## src/rtl/dacchannel_pkg.sv

```systemverilog
// Shared definitions for the DAC playback channel: register map,
// CTRL/CMD bit positions and the playback state encoding.
package dacchannel_pkg;

    localparam logic [2:0] REG_CTRL   = 3'd0;
    localparam logic [2:0] REG_HOLD   = 3'd1;
    localparam logic [2:0] REG_DIV    = 3'd2;
    localparam logic [2:0] REG_LEN    = 3'd3;
    localparam logic [2:0] REG_STATUS = 3'd4;
    localparam logic [2:0] REG_CMD    = 3'd5;

    localparam int CTRL_EN   = 0;
    localparam int CTRL_LOOP = 1;
    localparam int CTRL_TRIG = 2;
    localparam int CTRL_RAMP = 3;

    localparam int CMD_START = 0;
    localparam int CMD_ABORT = 1;

    typedef enum logic [1:0] {
        ST_IDLE  = 2'd0,
        ST_ARMED = 2'd1,
        ST_PLAY  = 2'd2,
        ST_DONE  = 2'd3
    } state_t;

endpackage

```

## src/rtl/dacchannel_clkgen.sv

```systemverilog
// DAC latch clock divider: half-period of DIV+1 cycles, with an update
// strobe coincident with every falling edge of dac_clk.
module dacclkgen (
    input  logic       clk,
    input  logic       rst,
    input  logic       enable,
    input  logic [7:0] div,
    input  logic       div_wr,
    output logic       dac_clk,
    output logic       strobe
);

    logic [7:0] cnt;
    logic       wrap;

    assign wrap   = enable && !div_wr && (cnt == div);
    // Data changes on the falling edge so it is settled by the next rise.
    assign strobe = wrap && dac_clk;

    always_ff @(posedge clk) begin
        if (rst) begin
            cnt     <= '0;
            dac_clk <= 1'b0;
        end else if (!enable) begin
            cnt     <= '0;
            dac_clk <= 1'b0;
        end else if (div_wr) begin
            cnt <= '0;
        end else if (wrap) begin
            cnt     <= '0;
            dac_clk <= !dac_clk;
        end else begin
            cnt <= cnt + 8'd1;
        end
    end

endmodule

```

## src/rtl/dacchannel.sv

```systemverilog
// DAC waveform playback channel with wishbone-loaded buffer.
// Optional ramp generator mode: define DACCHANNEL_RAMP_EN.
module dacchannel
    import dacchannel_pkg::*;
#(
    parameter int WAVE_DEPTH   = 32,
    parameter int ADDR_BIT_RAM = 5
) (
    input  logic        clk,
    input  logic        rst,
    input  logic        sq_trigger,
    output logic        dac_clk,
    output logic [7:0]  dac_data,
    output logic        dac_busy,
    input  logic        wb_stb_i,
    input  logic        wb_cyc_i,
    input  logic        wb_we_i,
    input  logic [15:0] wb_adr_i,
    input  logic [7:0]  wb_dat_i,
    output logic [7:0]  wb_dat_o,
    output logic        wb_ack_o
);

    localparam int IW = $clog2(WAVE_DEPTH);
`ifdef DACCHANNEL_RAMP_EN
    localparam logic [3:0] CTRL_MASK = 4'hF;
`else
    localparam logic [3:0] CTRL_MASK = 4'h7;
`endif

    logic [7:0]    ram [WAVE_DEPTH];
    logic [3:0]    ctrl;
    logic [7:0]    hold;
    logic [7:0]    div;
    logic [IW-1:0] len;
    logic [7:0]    rd_data;
    logic [7:0]    idx_wide;
    logic          acc, wr, reg_wr, sel_ram;
    logic          start, abort, div_wr, strobe;
    logic [IW-1:0] ram_a;
    logic [2:0]    reg_a;
    state_t        state_q, state_d;
    logic [IW-1:0] idx_q, idx_d;
    logic [7:0]    data_d;
    logic          ramp_mode;
`ifdef DACCHANNEL_RAMP_EN
    logic [7:0]    ramp_q, ramp_d;
    assign ramp_mode = ctrl[CTRL_RAMP];
`else
    assign ramp_mode = 1'b0;
`endif

    assign acc     = wb_stb_i && wb_cyc_i && !wb_ack_o;
    assign wr      = acc && wb_we_i;
    assign sel_ram = wb_adr_i[ADDR_BIT_RAM];
    assign ram_a   = wb_adr_i[IW-1:0];
    assign reg_a   = wb_adr_i[2:0];
    assign reg_wr  = wr && !sel_ram;
    assign start   = reg_wr && (reg_a == REG_CMD) && wb_dat_i[CMD_START];
    assign abort   = reg_wr && (reg_a == REG_CMD) && wb_dat_i[CMD_ABORT];
    assign div_wr  = reg_wr && (reg_a == REG_DIV);
    assign idx_wide = 8'(idx_q);
    assign dac_busy = (state_q == ST_PLAY);

    dacclkgen u_clkgen (
        .clk     (clk),
        .rst     (rst),
        .enable  (ctrl[CTRL_EN]),
        .div     (div),
        .div_wr  (div_wr),
        .dac_clk (dac_clk),
        .strobe  (strobe)
    );

    always_comb begin
        rd_data = '0;
        if (sel_ram) begin
            rd_data = ram[ram_a];
        end else begin
            case (reg_a)
                REG_CTRL:   rd_data = {4'd0, ctrl};
                REG_HOLD:   rd_data = hold;
                REG_DIV:    rd_data = div;
                REG_LEN:    rd_data = 8'(len);
                REG_STATUS: rd_data = {idx_wide[4:0], 1'b0, state_q};
                default:    rd_data = '0;
            endcase
        end
    end

    always_ff @(posedge clk) begin
        if (rst) begin
            wb_ack_o <= 1'b0;
            wb_dat_o <= '0;
            ctrl     <= '0;
            hold     <= '0;
            div      <= '0;
            len      <= '0;
        end else begin
            wb_ack_o <= acc;
            if (acc) wb_dat_o <= rd_data;
            if (reg_wr) begin
                case (reg_a)
                    REG_CTRL: ctrl <= wb_dat_i[3:0] & CTRL_MASK;
                    REG_HOLD: hold <= wb_dat_i;
                    REG_DIV:  div  <= wb_dat_i;
                    REG_LEN:  len  <= wb_dat_i[IW-1:0];
                    default:  ;
                endcase
            end
        end
    end

    always_ff @(posedge clk) begin
        if (wr && sel_ram) ram[ram_a] <= wb_dat_i;
    end

    always_comb begin
        state_d = state_q;
        idx_d   = idx_q;
        data_d  = dac_data;
`ifdef DACCHANNEL_RAMP_EN
        ramp_d  = ramp_q;
`endif
        if (strobe) begin
            if (state_q != ST_PLAY) begin
                data_d = hold;
            end else if (ramp_mode) begin
`ifdef DACCHANNEL_RAMP_EN
                data_d = ramp_q;
                ramp_d = ramp_q + hold;
`endif
            end else begin
                data_d = ram[idx_q];
                if (idx_q == len) begin
                    if (ctrl[CTRL_LOOP]) idx_d = '0;
                    else state_d = ST_DONE;
                end else begin
                    idx_d = idx_q + 1'b1;
                end
            end
        end
        if (start && (state_q == ST_IDLE || state_q == ST_DONE)) begin
            if (ctrl[CTRL_TRIG]) begin
                state_d = ST_ARMED;
            end else begin
                state_d = ST_PLAY;
                idx_d   = '0;
`ifdef DACCHANNEL_RAMP_EN
                ramp_d  = '0;
`endif
            end
        end
        if (state_q == ST_ARMED && sq_trigger) begin
            state_d = ST_PLAY;
            idx_d   = '0;
`ifdef DACCHANNEL_RAMP_EN
            ramp_d  = '0;
`endif
        end
        // Abort beats start; the code chosen by this strobe is still driven.
        if (abort || !ctrl[CTRL_EN]) state_d = ST_IDLE;
    end

    always_ff @(posedge clk) begin
        if (rst) begin
            state_q  <= ST_IDLE;
            idx_q    <= '0;
            dac_data <= '0;
`ifdef DACCHANNEL_RAMP_EN
            ramp_q   <= '0;
`endif
        end else begin
            state_q  <= state_d;
            idx_q    <= idx_d;
            dac_data <= data_d;
`ifdef DACCHANNEL_RAMP_EN
            ramp_q   <= ramp_d;
`endif
        end
    end

endmodule

```

## config.mk

```make
export PLATFORM = sky130hd
export DESIGN_NAME = dacchannel
export DESIGN_NICKNAME = d
export VERILOG_FILES = /design/src/rtl/dacchannel_pkg.sv /design/src/rtl/dacchannel_clkgen.sv /design/src/rtl/dacchannel.sv
export SDC_FILE = /design/constraint.sdc
export NUM_CORES = 1
export LEC_CHECK = 0
export ABC_AREA = 1
export CORE_MARGIN = 2
export CORE_UTILIZATION = 35
export DETAILED_ROUTE_END_ITERATION = 8
export PLACE_DENSITY = 0.61
export RECOVER_POWER = 100
export SLEW_MARGIN = 40
export SYNTH_ARGS = -nofsm -noshare
export SYNTH_HDL_FRONTEND = slang
export SYNTH_HIERARCHICAL = 1
export SYNTH_SLANG_ARGS = --single-unit
```

## constraint.sdc

```tcl
create_clock -name clk -period 3.5 [get_ports clk]
set_clock_uncertainty 0.15 [all_clocks]
set_input_delay 1.05 -clock clk [delete_from_list [all_inputs] [get_ports clk]]
set_output_delay 1.05 -clock clk [all_outputs]
set_load 0.005 [all_outputs]
```

Word level (Yosys, flattened, before mapping)
Memory sizes are Yosys's and may differ from the RTL's. A register that Yosys moved wholly into a read port is not among the register bits.
Cells that the tools add are included.
{"block": "word_totals", "mem_count": 1, "mem_bits_rw": 256, "register_bits": 57, "word_cells": 90, "out_inout_bits": 19}
{"memory": "ram", "words": 32, "width": 8, "read_ports": 2, "rd_ports_with_merged_regs": 1, "write_ports": 1, "line_no": "dacchannel.sv:31", "rtl": "logic [7:0] ram [WAVE_DEPTH];"}
{"block": "op_classes", "n_eq_ne": 15, "muxes": 19, "n_reduce_logical": 39, "bitwise_logic": 2, "addsub": 2}
{"operator": "8-bit case mux with 5 select lines", "count": 1}
{"operator": "5-bit 2-to-1 mux", "count": 7}
{"operator": "8-bit 2-to-1 mux", "count": 2}
{"operator": "1-bit logical AND", "count": 14}
{"operator": "2-bit 2-to-1 mux", "count": 7}
{"operator": "2-bit AND reduction", "count": 5}
{"operator": "8-bit by 1-bit adder with 8-bit output (second input constant)", "count": 1}
{"operator": "8-bit equality test", "count": 1}
{"operator": "4-bit AND reduction", "count": 2}
{"operator": "3-bit by 2-bit equality test with 1-bit output (second input constant)", "count": 2}
{"operator": "3-bit equality test (second input constant)", "count": 2}
{"operator": "3-bit by 1-bit != test with 1-bit output (second input constant)", "count": 2}
{"operator": "3-bit nonzero test", "count": 2}
{"operator": "2-bit OR reduction", "count": 3}
{"operator": "5-bit by 1-bit adder with 5-bit output (second input constant)", "count": 1}
{"operator": "5-bit equality test", "count": 1}
{"operator": "1-bit logical NOT", "count": 5}
{"operator": "2-bit equality test (second input constant)", "count": 2}
{"operator": "2-bit by 1-bit != test with 1-bit output (second input constant)", "count": 2}
{"operator": "2-bit nonzero test", "count": 2}
{"operator": "4-bit OR reduction", "count": 1}
{"operator": "3-bit by 1-bit equality test with 1-bit output (second input constant)", "count": 1}
{"operator": "3-bit logical NOT", "count": 1}
{"operator": "3-bit OR reduction", "count": 1}
{"operator": "6 further kinds", "count": 9}

Longest topological paths before layout
{"block": "logic_depth", "word_depth": 13, "ltp_mapped": 20}

By module
The synthesis kept the hierarchy.
{"module": "dacchannel", "seq_area_each_um2": 8648.3, "cells_per_inst": 1793, "n_inst": 1, "area_per_inst_um2": 15075.7}
{"module": "dacclkgen", "seq_area_each_um2": 180.2, "cells_per_inst": 77, "n_inst": 1, "area_per_inst_um2": 516.7}

Least setup slack after synthesis
No wires, ideal clock.
{"block": "synth_timing", "path_type": "input -> register", "startpoint": "in wb_adr_i[0]", "endpoint": "reg idx_q[4]", "n_path_buf": 2, "path_slack_ns": 0.416, "cell_stages": 19, "t_required_ns": 3.231, "arrival_time_ns": 2.815, "path_cell_list": "inv_2 > nand2_1 > nor2_4 > inv_1 > nor2_1 > buf_2 > nor2_1 > nand2_1 > nor2_1 > nand2_1 > nor2_2 > nand3_1 > inv_1 > clkbuf_1 > nand2_1 > inv_1 > o21ai_1 > o21ai_0 > nor2_1"}
{"block": "synth_via", "elab_chain_len": 9, "elab_cells_between_ends": 13, "cone_classes": "2 x eq/ne; 3 x mux; 8 x reduce/logical"}
{"element": "start: declaration", "line_no": "dacchannel.sv:18", "rtl": "input logic [15:0] wb_adr_i,"}
{"element": "3-bit by 2-bit equality test with 1-bit output *", "line_no": "dacchannel.sv:61", "rtl": "assign div_wr = reg_wr && (reg_a == REG_DIV);"}
{"element": "1-bit logical AND *", "line_no": "dacchannel.sv:61"}
{"element": "named net div_wr", "line_no": "dacchannel.sv:39", "rtl": "logic start, abort, div_wr, strobe;"}
{"element": "1-bit logical NOT *", "line_no": "dacchannel_clkgen.sv:16", "rtl": "assign wrap = enable && !div_wr && (cnt == div);"}
{"element": "1-bit logical AND * (2 in a row)", "line_no": "dacchannel_clkgen.sv:16"}
{"element": "1-bit logical AND *", "line_no": "dacchannel_clkgen.sv:18", "rtl": "assign strobe = wrap && dac_clk;"}
{"element": "named net strobe", "line_no": "dacchannel.sv:39"}
{"element": "5-bit 2-to-1 mux *", "line_no": "dacchannel.sv:125", "rtl": "if (strobe) begin"}
{"element": "5-bit 2-to-1 mux", "line_no": "dacchannel.sv:144", "rtl": "if (ctrl[CTRL_TRIG]) begin"}
{"element": "5-bit 2-to-1 mux *", "line_no": "dacchannel.sv:143", "rtl": "if (start && (state_q == ST_IDLE || state_q == ST_DONE)) begin"}
{"element": "end signal: assignment", "line_no": "dacchannel.sv:175", "rtl": "idx_q <= idx_d;"}
{"element": "end: declaration", "line_no": "dacchannel.sv:43", "rtl": "logic [IW-1:0] idx_q, idx_d;"}
Mark *: on every way through the listed nets, which the timed path passes. The rest lies on a longest branch.
A chain may end at the register's enable or synchronous reset.

Final worst setup path
{"block": "layout_timing", "startpoint": "in wb_dat_i[3]", "endpoint": "mem ram[25][3], data pin"}
{"element": "start: declaration", "line_no": "dacchannel.sv:19", "rtl": "input logic [7:0] wb_dat_i,"}
{"element": "end: declaration", "line_no": "dacchannel.sv:31"}
No word-level cell before the write port.

==> results.py <==
metrics = {
    "drt": {
        "drt-initial-drc-count": 1629,
        "dr.pass1.iters": 5,
        "routed_wire_length_per_instance_um": 19.8,
        "routed_wl_um": 51300,
        "drcViolationCount": 0,
        "ant_nets": 0,
        "via_per_inst": 5.27,
        "num_vias": 13600,
    },
    "clock_network": {
        "clk_path_buf_depth": 3,
        "post_cts_buffers": 0,
        "cts_tree": "yes",
        "holdBufCountCts": 0,
        "cts_buffers": 36,
        "clk_latency_ns": 0.54,
        "cts_max_level": 2,
        "clk_pin_slew_ns": 0.05,
        "cts-root-buf": "clkbuf_16",
        "clock_sinks": 313,
        "ctsResizeCount": 0,
    },
    "critical_path": {
        "worstSetupStartpoint": "wb_dat_i[3]",
        "r2r_start": "wb_ack_o",
        "timing.critical_path.cells": "clkdlybuf4s50_1, clkbuf_1",
        "cp.arrival_ns": 3.07,
        "slowest_stage": "clkbuf_1",
        "rrSetupSlack_ns": 1.02,
        "cp.required_ns": 3.36,
        "crit_type": "in2reg",
        "critPathLaunchType": "primary input",
        "crit_fanout": 35,
        "cpPeakStageDelay_ns": 1.55,
        "endpoint_kind": "flop",
        "critPathTopFamily": "buffers and inverters",
        "cp_num_buf_inv": 2,
    },
    "sta": {
        "layout_min_cycle_time_ns": 3.21,
        "slew_headroom": -0.463,
        "post-route-period-util": 0.916,
        "tightest_slew_ns": 2.19,
        "setup_violations": 0,
        "grt_setup_unrepaired": "false",
        "finalHoldViolations": 0,
        "fmax_mhz": 312,
        "fin_setup_tns_ns": 0,
        "slew_violations": 200,
    },
    "place": {
        "globalplace.congestion": 0.906,
        "io_buffers": 38,
        "dp_hpwl_um": 33000,
        "dp.cells": 2532,
    },
    "cells_and_area": {
        "stdcell_count": 2592,
        "syn_to_final_growth_pct": 16.5,
        "nets": 2012,
        "n_antenna_cell": 0,
        "drive_gt1_frac": 0.0740,
    },
    "job": {
        "maxCapViolCount": 6,
    },
    "synthesis": {
        "yosys_warnings": 6,
        "synthCells": 1870,
        "synth_fp_nets": 1904,
        "netlist_area_sq_um": 15600,
        "seq_area_frac_synth": 0.566,
        "synth-seq-cells": 313,
        "synth_cell_type_count": 32,
        "avgSynthCellArea_sq_um": 8.34,
    },
    "global_routing": {
        "grt_overflow": 0,
        "track_usage": 0.220,
        "antenna_found_initial": 0,
        "grt_pass1_wl_um": 77100,
        "grt_pass1_vias": 12900,
        "grt_max_degree": 140,
    },
    "die": {
        "coreArea_sq_um": 44100,
        "initial_core_util": 0.353,
        "num_rows": 77,
        "pin_count": 49,
        "die_h_um": 215,
        "die_area_sq_um": 46300,
        "die_x_um": 215,
    },
    "run_status": {
        "violations": "max-capacitance violations, max-slew violations",
        "status": "complete, but fails checks",
    },
    "worst_hold_path": {
        "holdCritStartpoint": "u_clkgen/cnt[0]",
        "min_path_type": "reg2reg",
    },
    "power_and_ir_drop": {
        "peakVddDrop_mv": 0.243,
        "power_density_nw_per_um2": 443,
        "power_mw": 8.05,
        "p_leak_nw": 7.18,
    },
}
cell families after synthesis:
family | after synthesis | share of synthesized area
buffers and inverters | 179 | 0.0517
adder cells (fa/ha/maj) | 4 | 0.00321
AND/OR/NAND/NOR | 1189 | 0.315
XOR/XNOR | 14 | 0.00786
AO/OA/AOI/OAI | 171 | 0.0561
flip-flops | 313 | 0.566
flip-flops by register name (all words and copies together) (netlist names), 3 cells and up:
register / count
ram: 256
dac_data: 8
div: 8
hold: 8
u_clkgen/cnt: 8
wb_dat_o: 8
idx_q: 5
len: 5
ctrl: 3
power by group:
part           switching (mW)  leakage [nW]  internal (mW)
clock                    1.48         0.523           2.07
combinational           0.320          3.89          0.138
sequential            0.00655          2.76           4.04
total                    1.81          7.18           6.24
routing by layer:
metal,track usage,wire [um],part of all wire
met5,0,0,0
met4,0.101,2250,0.044
met3,0.0328,4340,0.085
met2,0.351,23300,0.45
met1,0.295,21400,0.42
cell usage in the layout (no fill, tap or decap), types with 8 or more instances in the layout:
cell type,synthesis,layout
dlygate4sd3_1,0,28
nand4_1,27,27
nand3_1,210,210
clkdlybuf4s50_1,0,9
nand2_1,806,806
inv_2,11,8
nor3_1,9,15
dfxtp_1,57,55
o21ai_0,65,70
inv_1,71,73
a21oi_1,77,77
nor2_1,115,118
xor2_1,9,9
clkbuf_1,29,55
edfxtp_1,256,256
clkinv_1,2,10
buf_12,0,10
clkbuf_16,0,37
buf_4,7,67
o21ai_1,21,16
cell usage after synthesis:
cell type,n,area (sq um)
a21oi_1,77,385
a41oi_1,1,8.76
buf_1,8,30.0
buf_2,44,220
buf_4,7,52.6
buf_6,7,78.8
clkbuf_1,29,109
clkinv_1,2,7.51
dfxtp_1,57,1140
edfxtp_1,256,7690
ha_1,4,50.1
inv_1,71,267
inv_2,11,41.3
nand2_1,806,3030
nand2_2,2,12.5
nand2_4,1,11.3
nand3_1,210,1050
nand4_1,27,169
nor2_1,115,432
nor2_2,6,37.5
nor2_4,2,22.5
nor3_1,9,45.0
nor3_2,7,70.1
nor3_4,1,16.3
o211ai_1,5,37.5
o21ai_0,65,325
o21ai_1,21,105
o22ai_1,2,12.5
or2_0,1,6.26
or2_2,2,12.5
xnor2_1,5,43.8
xor2_1,9,78.8
layout make-up:
type,instances,area (sq um)
clock buffers,46,960
clock inverters,14,110
fillers,4482,26000
inverters,84,317
multi-input cells,1378,5930
flip-flops and latches,313,8830
well taps,592,741
repair buffers,165,1280
path summary, 6_finish.rpt:
path / to / cells after the start
worst max-delay path: ram[25][3] / 2
worst max register to register: ram[16][2] / 10
worst min-delay path: u_clkgen/cnt[0] / 1
worst min register to register: u_clkgen/cnt[0] / 1
stage by stage:
stage	hold slack (ns)	util	cell area (sq um)	setup slack, ns
2_1_floorplan	0.291	-	15600	0.416
3_3_place_gp	0.326	0.392	17300	-0.0412
3_5_place_dp	0.333	0.392	17300	-0.0282
4_1_cts	0.346	0.417	18400	0.521
5_1_grt	0.365	0.412	18200	0.234
6_report	0.343	0.412	18200	0.294
No activity file was read; power rests on OpenSTA's default activity.
